==> config.mk <==
export PLATFORM = sky130hd
export DESIGN_NAME = soc_system_ram_reader_flat
export DESIGN_NICKNAME = d
export VERILOG_FILES = /design/src/rtl/soc_system_ram_reader_pkg.sv /design/src/rtl/soc_system_ram_reader_if.sv /design/src/rtl/soc_system_ram_reader_fifo.sv /design/src/rtl/soc_system_ram_reader.sv /design/src/flat_wrapper.sv
export SDC_FILE = /design/constraint.sdc
export NUM_CORES = 1
export LEC_CHECK = 0
export ABC_AREA = 1
export CAP_MARGIN = 25
export CORE_ASPECT_RATIO = 0.75
export CORE_UTILIZATION = 50
export CTS_CLUSTER_SIZE = 12
export DETAILED_ROUTE_END_ITERATION = 16
export PLACE_DENSITY = 0.73
export SYNTH_ARGS = -nofsm -noshare
export SYNTH_HDL_FRONTEND = slang
export SYNTH_SLANG_ARGS = --single-unit
export TNS_END_PERCENT = 50
==> constraint.sdc <==
create_clock -name clk -period 3.9 [get_ports clk]
set_input_delay 0.78 -clock clk [delete_from_list [all_inputs] [get_ports clk]]
set_output_delay 0.78 -clock clk [all_outputs]
set_load 0.005 [all_outputs]
==> src/rtl/soc_system_ram_reader_pkg.sv <==
// rtl/soc_system_ram_reader_pkg.sv - shared types and widths for the RAM reader
package soc_system_ram_reader_pkg;

    typedef enum logic [1:0] {
        ST_IDLE  = 2'd0,
        ST_RUN   = 2'd1,
        ST_DRAIN = 2'd2,
        ST_FLUSH = 2'd3
    } state_t;

    localparam int DEF_ADDR_W     = 13;
    localparam int DEF_DATA_W     = 32;
    localparam int DEF_MAX_PEND   = 4;
    localparam int DEF_FIFO_DEPTH = 8;

    // Bits needed to hold the values 0..n inclusive.
    function automatic int cnt_width(input int n);
        return $clog2(n + 1);
    endfunction

    // Counter widths sized for the default configuration above.
    localparam int PEND_W = cnt_width(DEF_MAX_PEND);
    localparam int CNT_W  = cnt_width(DEF_FIFO_DEPTH);

endpackage

==> src/rtl/soc_system_ram_reader_if.sv <==
// rtl/soc_system_ram_reader_if.sv - Avalon-MM read port plus Avalon-ST output bundle
interface soc_system_ram_reader_if #(
    parameter int ADDR_W = 13,
    parameter int DATA_W = 32
);

    logic [ADDR_W-1:0]   m_address;
    logic                m_read;
    logic [DATA_W/8-1:0] m_byteenable;
    logic                m_waitrequest;
    logic [DATA_W-1:0]   m_readdata;
    logic                m_readdatavalid;

    logic [DATA_W-1:0]   st_data;
    logic                st_valid;
    logic                st_ready;

    modport master (
        output m_address, m_read, m_byteenable, st_data, st_valid,
        input  m_waitrequest, m_readdata, m_readdatavalid, st_ready
    );

    modport slave (
        input  m_address, m_read, m_byteenable, st_data, st_valid,
        output m_waitrequest, m_readdata, m_readdatavalid, st_ready
    );

endinterface

==> src/rtl/soc_system_ram_reader_fifo.sv <==
// rtl/soc_system_ram_reader_fifo.sv - first-word-fall-through sample FIFO with clear
module soc_system_ram_reader_fifo
    import soc_system_ram_reader_pkg::*;
#(
    parameter int DATA_W     = DEF_DATA_W,
    parameter int FIFO_DEPTH = DEF_FIFO_DEPTH
) (
    input  logic                              clk,
    input  logic                              reset_n,
    input  logic                              clr,
    input  logic                              wr,
    input  logic [DATA_W-1:0]                 wdata,
    input  logic                              rd,
    output logic [DATA_W-1:0]                 rdata,
    output logic                              empty,
    output logic [$clog2(FIFO_DEPTH+1)-1:0]   count
);

    localparam int AW = $clog2(FIFO_DEPTH);
    localparam int CW = $clog2(FIFO_DEPTH + 1);

    logic [DATA_W-1:0] mem [FIFO_DEPTH];
    logic [AW-1:0]     wr_ptr;
    logic [AW-1:0]     rd_ptr;
    logic [CW-1:0]     count_q;
    logic              do_wr;
    logic              do_rd;

    assign empty = (count_q == '0);
    assign do_rd = rd && !empty;
    // A full FIFO still takes a write when the head leaves in the same cycle.
    assign do_wr = wr && ((count_q != CW'(FIFO_DEPTH)) || do_rd);

    always_ff @(posedge clk or negedge reset_n) begin
        if (!reset_n) begin
            wr_ptr  <= '0;
            rd_ptr  <= '0;
            count_q <= '0;
        end else if (clr) begin
            wr_ptr  <= '0;
            rd_ptr  <= '0;
            count_q <= '0;
        end else begin
            if (do_wr) wr_ptr <= wr_ptr + 1'b1;
            if (do_rd) rd_ptr <= rd_ptr + 1'b1;
            count_q <= count_q + CW'(do_wr) - CW'(do_rd);
        end
    end

    always_ff @(posedge clk) begin
        if (do_wr && !clr) mem[wr_ptr] <= wdata;
    end

    // Head is forced to zero when empty so st_data reads 0 out of reset.
    assign rdata = empty ? '0 : mem[rd_ptr];
    assign count = count_q;

endmodule

==> src/rtl/soc_system_ram_reader.sv <==
// rtl/soc_system_ram_reader.sv - Avalon-MM RAM read master streaming words out on Avalon-ST
module soc_system_ram_reader
    import soc_system_ram_reader_pkg::*;
#(
    parameter int ADDR_W     = DEF_ADDR_W,
    parameter int DATA_W     = DEF_DATA_W,
    parameter int MAX_PEND   = DEF_MAX_PEND,
    parameter int FIFO_DEPTH = DEF_FIFO_DEPTH
) (
    input  logic                  clk,
    input  logic                  reset_n,
    input  logic                  start,
    input  logic                  abort,
    input  logic [ADDR_W-1:0]     base_addr,
    input  logic [ADDR_W:0]       num_words,
    input  logic                  loop_en,
    output logic                  busy,
    output logic                  done,
    soc_system_ram_reader_if.master bus
);

    state_t              state_q, state_d;
    logic [ADDR_W-1:0]   addr_q, addr_d;
    logic [ADDR_W:0]     issued_q, issued_d;
    logic [ADDR_W-1:0]   base_q;
    logic [ADDR_W:0]     num_q;
    logic                loop_q;
    logic [PEND_W-1:0]   pend_q;
    logic                stall_q;
    logic                done_q, done_d;
    logic                load;
    logic                rd_req;
    logic                fifo_clr;
    logic                credit;
    logic                accept;
    logic                ret;
    logic                fifo_wr;
    logic                fifo_rd;
    logic                fifo_empty;
    logic [CNT_W-1:0]    fifo_count;
    logic [DATA_W-1:0]   fifo_rdata;

    assign accept = bus.m_read && !bus.m_waitrequest;
    assign ret    = bus.m_readdatavalid && (pend_q != '0);

    // Every outstanding read owns a FIFO slot, so returns can never overflow it.
    assign credit = ((int'(pend_q) + int'(fifo_count)) < FIFO_DEPTH) &&
                    (int'(pend_q) < MAX_PEND);

    always_comb begin
        state_d  = state_q;
        addr_d   = addr_q;
        issued_d = issued_q;
        done_d   = 1'b0;
        load     = 1'b0;
        rd_req   = 1'b0;
        fifo_clr = 1'b0;
        case (state_q)
            ST_IDLE: begin
                if (start && !abort) begin
                    load     = 1'b1;
                    addr_d   = base_addr;
                    issued_d = '0;
                    if (num_words == '0) done_d  = 1'b1;
                    else                 state_d = ST_RUN;
                end
            end
            ST_RUN: begin
                // A stalled request stays on the bus even across abort.
                rd_req = stall_q || (credit && !abort);
                if (accept) begin
                    if ((issued_q + 1'b1) == num_q) begin
                        if (loop_q) begin
                            addr_d   = base_q;
                            issued_d = '0;
                        end else begin
                            addr_d   = addr_q + 1'b1;
                            issued_d = issued_q + 1'b1;
                            state_d  = ST_DRAIN;
                        end
                    end else begin
                        addr_d   = addr_q + 1'b1;
                        issued_d = issued_q + 1'b1;
                    end
                end
                if (abort) begin
                    state_d  = ST_FLUSH;
                    fifo_clr = 1'b1;
                end
            end
            ST_DRAIN: begin
                if (abort) begin
                    state_d  = ST_FLUSH;
                    fifo_clr = 1'b1;
                end else if ((pend_q == '0) && fifo_empty) begin
                    done_d  = 1'b1;
                    state_d = ST_IDLE;
                end
            end
            ST_FLUSH: begin
                rd_req   = stall_q;
                fifo_clr = 1'b1;
                if ((pend_q == '0) && !stall_q) begin
                    done_d  = 1'b1;
                    state_d = ST_IDLE;
                end
            end
            default: state_d = ST_IDLE;
        endcase
    end

    always_ff @(posedge clk or negedge reset_n) begin
        if (!reset_n) begin
            state_q  <= ST_IDLE;
            addr_q   <= '0;
            issued_q <= '0;
            base_q   <= '0;
            num_q    <= '0;
            loop_q   <= 1'b0;
            pend_q   <= '0;
            stall_q  <= 1'b0;
            done_q   <= 1'b0;
        end else begin
            state_q  <= state_d;
            addr_q   <= addr_d;
            issued_q <= issued_d;
            done_q   <= done_d;
            stall_q  <= bus.m_read && bus.m_waitrequest;
            pend_q   <= pend_q + PEND_W'(accept) - PEND_W'(ret);
            if (load) begin
                base_q <= base_addr;
                num_q  <= num_words;
                loop_q <= loop_en;
            end
        end
    end

    assign fifo_wr = bus.m_readdatavalid && (state_q != ST_FLUSH);
    assign fifo_rd = bus.st_valid && bus.st_ready;

    soc_system_ram_reader_fifo #(
        .DATA_W     (DATA_W),
        .FIFO_DEPTH (FIFO_DEPTH)
    ) u_fifo (
        .clk     (clk),
        .reset_n (reset_n),
        .clr     (fifo_clr),
        .wr      (fifo_wr),
        .wdata   (bus.m_readdata),
        .rd      (fifo_rd),
        .rdata   (fifo_rdata),
        .empty   (fifo_empty),
        .count   (fifo_count)
    );

    assign busy             = (state_q != ST_IDLE);
    assign done             = done_q;
    assign bus.m_address    = addr_q;
    assign bus.m_read       = rd_req;
    assign bus.m_byteenable = '1;
    assign bus.st_valid     = !fifo_empty;
    assign bus.st_data      = fifo_rdata;

endmodule

==> src/flat_wrapper.sv <==
// flat-port wrapper written by rule: the top's interface ports become plain ports
module soc_system_ram_reader_flat import soc_system_ram_reader_pkg::*;
#(
    parameter int ADDR_W     = DEF_ADDR_W,
    parameter int DATA_W     = DEF_DATA_W,
    parameter int MAX_PEND   = DEF_MAX_PEND,
    parameter int FIFO_DEPTH = DEF_FIFO_DEPTH
)
  (clk, reset_n, start, abort, base_addr, num_words, loop_en, busy, done, bus_m_address, bus_m_read, bus_m_byteenable, bus_st_data, bus_st_valid, bus_m_waitrequest, bus_m_readdata, bus_m_readdatavalid, bus_st_ready);
  soc_system_ram_reader_if #(.ADDR_W(ADDR_W), .DATA_W(DATA_W)) bus_i ();
  input  logic clk;
  input  logic reset_n;
  input  logic start;
  input  logic abort;
  input  logic [ADDR_W-1:0] base_addr;
  input  logic [ADDR_W:0] num_words;
  input  logic loop_en;
  output logic busy;
  output logic done;
  output wire logic [$bits(bus_i.m_address)-1:0] bus_m_address;
  output wire logic [$bits(bus_i.m_read)-1:0] bus_m_read;
  output wire logic [$bits(bus_i.m_byteenable)-1:0] bus_m_byteenable;
  output wire logic [$bits(bus_i.st_data)-1:0] bus_st_data;
  output wire logic [$bits(bus_i.st_valid)-1:0] bus_st_valid;
  input wire logic [$bits(bus_i.m_waitrequest)-1:0] bus_m_waitrequest;
  input wire logic [$bits(bus_i.m_readdata)-1:0] bus_m_readdata;
  input wire logic [$bits(bus_i.m_readdatavalid)-1:0] bus_m_readdatavalid;
  input wire logic [$bits(bus_i.st_ready)-1:0] bus_st_ready;
  assign bus_m_address = bus_i.m_address;
  assign bus_m_read = bus_i.m_read;
  assign bus_m_byteenable = bus_i.m_byteenable;
  assign bus_st_data = bus_i.st_data;
  assign bus_st_valid = bus_i.st_valid;
  assign bus_i.m_waitrequest = bus_m_waitrequest;
  assign bus_i.m_readdata = bus_m_readdata;
  assign bus_i.m_readdatavalid = bus_m_readdatavalid;
  assign bus_i.st_ready = bus_st_ready;
  soc_system_ram_reader #(.ADDR_W(ADDR_W), .DATA_W(DATA_W), .MAX_PEND(MAX_PEND), .FIFO_DEPTH(FIFO_DEPTH)) u_core (.clk(clk), .reset_n(reset_n), .start(start), .abort(abort), .base_addr(base_addr), .num_words(num_words), .loop_en(loop_en), .busy(busy), .done(done), .bus(bus_i));
endmodule
# After elaboration in Yosys (flattened, before gate mapping)
# Memory sizes are Yosys's and may differ from the RTL's.
# Cells that the tools add are included.
[word_totals] n_memories=1 out_inout_bits=53 latchBits=0 input_bits=67 mem_bits_ro=0 ff_bits=72 mem_bits_rw=256 elab_cells=109
[classes] eq_ne=14 multipliers=0 n_addsub=9 reduce_logical=32 n_div=0 n_bitwise=0 n_mux=39 n_shift=0 n_lt_le_gt_ge=2
[memory_table] memory="u_core.u_fifo.mem" depth=8 word_bits=32 rd=1 rd_clocked_by_memory_dff=0 wr=1 line_no="soc_system_ram_reader_fifo.sv:22" text="logic [DATA_W-1:0] mem [FIFO_DEPTH];"
[ops] op="$mux W14" n=4
[ops] op="$mux W13" n=4
[ops] op="$lt A32 B5 Y1 const B" n=1
[ops] op="$mux W32" n=1
[ops] op="$pmux W14 S2" n=1
[ops] op="$pmux W13 S2" n=1
[ops] op="$mux W2" n=9
[ops] op="$add A14 B1 Y14 const B" n=1
[ops] op="$eq A14 B14 Y1" n=1
[ops] op="$logic_not A14 Y1" n=1
[ops] op="$add A13 B1 Y13 const B" n=1
[ops] op="$logic_and A1 B1 Y1" n=13
[ops] op="$mux W3" n=4
[ops] op="$mux W1" n=10
[ops] op="$ne A3 B2 Y1 const B" n=3
[ops] op="$pmux W2 S4" n=1
[ops] op="$reduce_bool A2 Y1" n=4
[ops] op="$reduce_and A7 Y1" n=1
[ops] op="$add A3 B1 Y3 const B" n=2
[ops] op="$ne A2 B1 Y1 const B" n=3
[ops] op="$add A3 B4 Y5" n=1
[ops] op="$logic_not A1 Y1" n=5
[ops] op="$add A4 B1 Y4" n=1
[ops] op="$eq A2 B2 Y1 const B" n=2
[ops] op="other kinds (18)" n=21

# Logic depth before layout (Yosys ltp)
[logic_depth] depth_word=10 ltp_mapped=17 mapped_depth_nobuf=16

# Cells and area by module
# A second synthesis with hierarchy kept.
[unflattened] cells_unflattened=1670 area_unflattened_um2=15568.7
[by_module_without_submodules] mod="soc_system_ram_reader_fifo" cells_per_inst=1036 n_inst=1 area_per_inst_um2=11304.6 seq_area_each_um2=7937.6
[by_module_without_submodules] mod="soc_system_ram_reader" cells_per_inst=634 n_inst=1 area_per_inst_um2=4264.1 seq_area_each_um2=1551.5

# Worst setup path after synthesis
# OpenSTA, ideal clock, no wires.
[synth_timing] path_kind="input to register" from="input bus_m_readdatavalid" to="memory u_core.u_fifo.mem[0][0] (enable)" setup_time_ns=0.421 arrival_time_ns=2.843 path_slack_ns=0.636 cell_stages=8 path_buffers=0 required_time_ns=3.479 path_cell_list="inv_1 > nor2_1 > inv_1 > a31oi_1 > inv_1 > nor2_1 > nand2_1 > nor2_1"
[synth_via] elab_chain_len=5
[synth_lines] element="from (decl)" line_no="flat_wrapper.sv:27" text="input wire logic [$bits(bus_i.m_readdatavalid)-1:0] bus_m_readdatavalid;"
[synth_lines] element="$logic_and A1 B1 Y1" line_no="soc_system_ram_reader.sv:138" text="assign fifo_wr = bus.m_readdatavalid && (state_q != ST_FLUSH);"
[synth_lines] element="$logic_and A1 B1 Y1" line_no="soc_system_ram_reader_fifo.sv:32" text="assign do_wr = wr && ((count_q != CW'(FIFO_DEPTH)) || do_rd);"
[synth_lines] element="$logic_and A1 B1 Y1" line_no="soc_system_ram_reader_fifo.sv:51" text="if (do_wr && !clr) mem[wr_ptr] <= wdata;"
[synth_lines] element="$mux W1" line_no="soc_system_ram_reader_fifo.sv:51"
[synth_lines] element="$mux W1 (not written as such)" line_no="soc_system_ram_reader_fifo.sv:51"
[synth_lines] element="to (decl)" line_no="soc_system_ram_reader_fifo.sv:22"
# No other way between the ends.

# Worst setup path in the final report
[layout_timing] from="register u_core.u_fifo.rd_ptr[1]" to="output bus_st_data[29]"
[layout_via] elab_chain_len=2
[layout_lines] element="from (decl)" line_no="soc_system_ram_reader_fifo.sv:24" text="logic [AW-1:0] rd_ptr;"
[layout_lines] element="from (signal assigned)" line_no="soc_system_ram_reader_fifo.sv:45" text="if (do_rd) rd_ptr <= rd_ptr + 1'b1;"
[layout_lines] element="$mem_v2 Z8 W32"
[layout_lines] element="$mux W32" line_no="soc_system_ram_reader_fifo.sv:55" text="assign rdata = empty ? '0 : mem[rd_ptr];"
[layout_lines] element="to (decl)" line_no="flat_wrapper.sv:23" text="output wire logic [$bits(bus_i.st_data)-1:0] bus_st_data;"
# No other way between the ends.

==> impl_metrics.csv <==
group,metric,value,unit
run_status,status,"finished clean",
synth,netlist_area,0.0149,mm^2
timing,relSlewSlack,50.7,%
floorplanning,ioPinCount,120,
pwr,ir_drop,0.433,mV
cells_and_area,layout_common_cells,"256 x edfxtp_1, 235 x nand2_1, 225 x nor2_1, 195 x o21ai_0, 114 x clkdlybuf4s50_1",
global_routing,track_usage,23.1,%
placement,dp_hpwl,20.9,mm
clocking,cts_setup_buffers,0,
clocking,cts_max_level,2,
worst_setup_path,critical_path_peak_fanout,65,
floorplanning,fp.dieH,151,um
placement,gp_congestion,0.926,
pwr,p_sw,4.86,mW
synth,syn_inst,1417,
timing,final.setup.tns,0,ns
floorplanning,rows,54,
global_routing,grt_overflow,0,
synth,yosysWarnings,0,
placement,port_buffers,115,
timing,hold_ws,0.285,ns
routing,drcViolationCount,0,
synth,ys_ff_latch,328,
clocking,cts-resized-gates,0,
synth,synthTopCellsByArea,"edfxtp_1 52%, dfrtp_1 12%, o21ai_0 6.6%",
global_routing,grt_pass1_wl,55.1,mm
cells_and_area,fin_area,0.0176,mm^2
routing,first_iter_violations,966,
synth,synthArstFlopShare,22.0,%
timing,layout_min_cycle_time,3.66,ns
clocking,cts_root_buf,"clkbuf_16",
routing,drt-pass1-iter-count,5,
floorplanning,dieWidth,201,um
synth,yosys.area.top_type,"edfxtp_1",
synth,synth_cell_type_count,45,
routing,vias_per_cell,5.57,
synth,avgSynthCellArea,10.5,um^2
placement,dp_slack,0.676,ns
worst_setup_path,critical_path_class,"reg2out",
clocking,cts_buffers,35,
routing,ant_nets,0,
pwr,power,13.1,mW
pwr,power.share.switching,37.1,%
cells_and_area,layout_commonest_cell,"edfxtp_1",
floorplanning,core_area,0.0292,mm^2
pwr,comb_power_share,40.7,%
timing,skew,0.0163,ns
timing,period_share,93.8,%
timing,setup_viol,0,
job,maxCapViolations,0,
pwr,internal_power,8.25,mW
timing,fin_ws,0.243,ns
timing,hold_violations,0,
synth,synth_top_area_share,51.6,%
synth,synthFlopType,"edfxtp_1",
timing,tightest_slew,0.739,ns
cells_and_area,fin_nets,1606,
worst_setup_path,cp-end-kind,"primary output",
timing,rsz0062_at_grt,"false",
worst_setup_path,reg2reg_slack,0.84,ns
cells_and_area,area_delta_synth_final,18.0,%
worst_setup_path,arrival,2.88,ns
synth,synth_edf_count,256,
routing,wire_per_inst,18.2,um
pwr,p_clk_share,23.0,%
routing,wirelength,35.1,mm
pwr,powerDensity,746,mW/mm^2
global_routing,grt_antenna_before_repair,1,
synth,seq_area_frac_synth,63.7,%
clocking,clock_latency,0.52,ns
worst_setup_path,critPathLaunchType,"flip-flop",
clocking,clockBufferDepth,3,
timing,fmax,273,MHz
clocking,hold_buffers,0,
pwr,leakagePower,6.63,nW
cells_and_area,final_layout_size_suffix_gt1_share,9.70,%
pwr,seqPwrFrac,36.3,%
clocking,cts_tree,"yes",
placement,placed_area,0.0166,mm^2
floorplanning,start_util,51.0,%
clocking,clk_pin_slew,0.06,ns
timing,slew_viol_final,0,
clocking,numClockSinks,328,
global_routing,grt_max_degree,130,
routing,vias,10700,
floorplanning,design.die.area,0.0305,mm^2
global_routing,grt_pass1_vias,10200,
worst_hold_path,hp-class,"in2async",
worst_setup_path,critPathRequiredTime,3.12,ns
[registers in the layout, summed over array words and instances, names as in the netlist]
| signal | count |
|---|---|
| u_core.base_q | 13 |
| u_core.bus.m_address | 13 |
| u_core.done | 1 |
| u_core.issued_q | 14 |
| u_core.loop_q | 1 |
| u_core.num_q | 14 |
| u_core.pend_q | 3 |
| u_core.stall_q | 1 |
| u_core.state_q | 2 |
| u_core.u_fifo.count | 4 |
| u_core.u_fifo.mem | 256 |
| u_core.u_fifo.rd_ptr | 3 |
| u_core.u_fifo.wr_ptr | 3 |
[critical path, stage by stage (launching register included)]
cell	delay (ns)
dfrtp_2	0.36
buf_4	0.58
o21ai_0	0.19
o22ai_1	0.24
o21ai_0	0.15
a31oi_1	0.25
clkdlybuf4s50_1	0.54
[metal layers]
metal	track usage, %	routed length, um	vias up	share of wire [%]
li1	-	-	5131	-
met1	33.8	16000	5157	46
met2	34.8	15800	407	45
met3	4.50	2540	50	7.2
met4	7.54	728	0	2.1
met5	0	0	-	0
[cell usage after synthesis, drive strengths merged (4+ instances only)]
master    n
edfxtp  256
nand4    27
nor2    243
o22ai    33
a21oi    48
o21ai   198
nand2   250
inv      74
xor2      8
dfrtp    72
nor3      4
nand3b    6
nand3    47
xnor2     4
ha       17
buf      20
a31oi    34
clkbuf   59
[cell families (layout without fill, tap and decap cells)]
group           Yosys count  after routing  synth area share (%)
flops                   328            328                  63.7
fa+ha+maj                19             19                  1.70
xor+xnor                 12             12                 0.756
simple gates            582            582                  17.5
buf+inv                 155            271                  4.44
other cells               1              5                0.0252
compound gates          320            320                  11.8
[area by class of cell]
class	count	area (um^2)
fillers	2363	11600
inverters	76	287
multi-input cells	937	4810
clock inverters	11	100
repair buffers	142	1470
well taps	392	490
diodes	1	2.50
clock buffers	42	902
flip-flops and latches	328	9490
[path summary, 6_finish.rpt]
check	depth (start not counted)	from	endpoint
setup / recovery	6	u_core.u_fifo.rd_ptr[1]$_DFFE_PN0P_	bus_st_data[29]
hold / removal	2	reset_n	u_core.num_q[1]$_DFFE_PN0P_
setup reg to reg	11	u_core.u_fifo.count[2]$_DFF_PN0_	u_core.u_fifo.mem[0][13]$_DFFE_PP_
hold reg to reg	2	u_core.base_q[11]$_DFFE_PN0P_	u_core.base_q[11]$_DFFE_PN0P_
max in group asynchronous	2	reset_n	u_core.u_fifo.rd_ptr[0]$_DFFE_PN0P_
min in group clk	2	u_core.base_q[11]$_DFFE_PN0P_	u_core.base_q[11]$_DFFE_PN0P_
[per-stage QoR]
stage / std cells / util [%]
2_1_floorplan: 1420 / -
3_3_place_gp: 1875 / 56.7
3_5_place_dp: 1875 / 56.7
4_1_cts: 1928 / 60.2
5_1_grt: 1929 / 60.2
6_report: 1929 / 60.2
[power groups by stage]
stage / clock [mW] / sequential [mW] / combinational (mW)
global placement: 0 / 4.79 / 5.22
detailed placement: 0 / 4.81 / 5.32
global route: 3.19 / 4.81 / 5.91
floorplan: 0 / 4.73 / 3.24
finish: 3.01 / 4.75 / 5.34
CTS: 3.08 / 4.75 / 5.35
No activity file was read; power rests on OpenSTA's default activity.
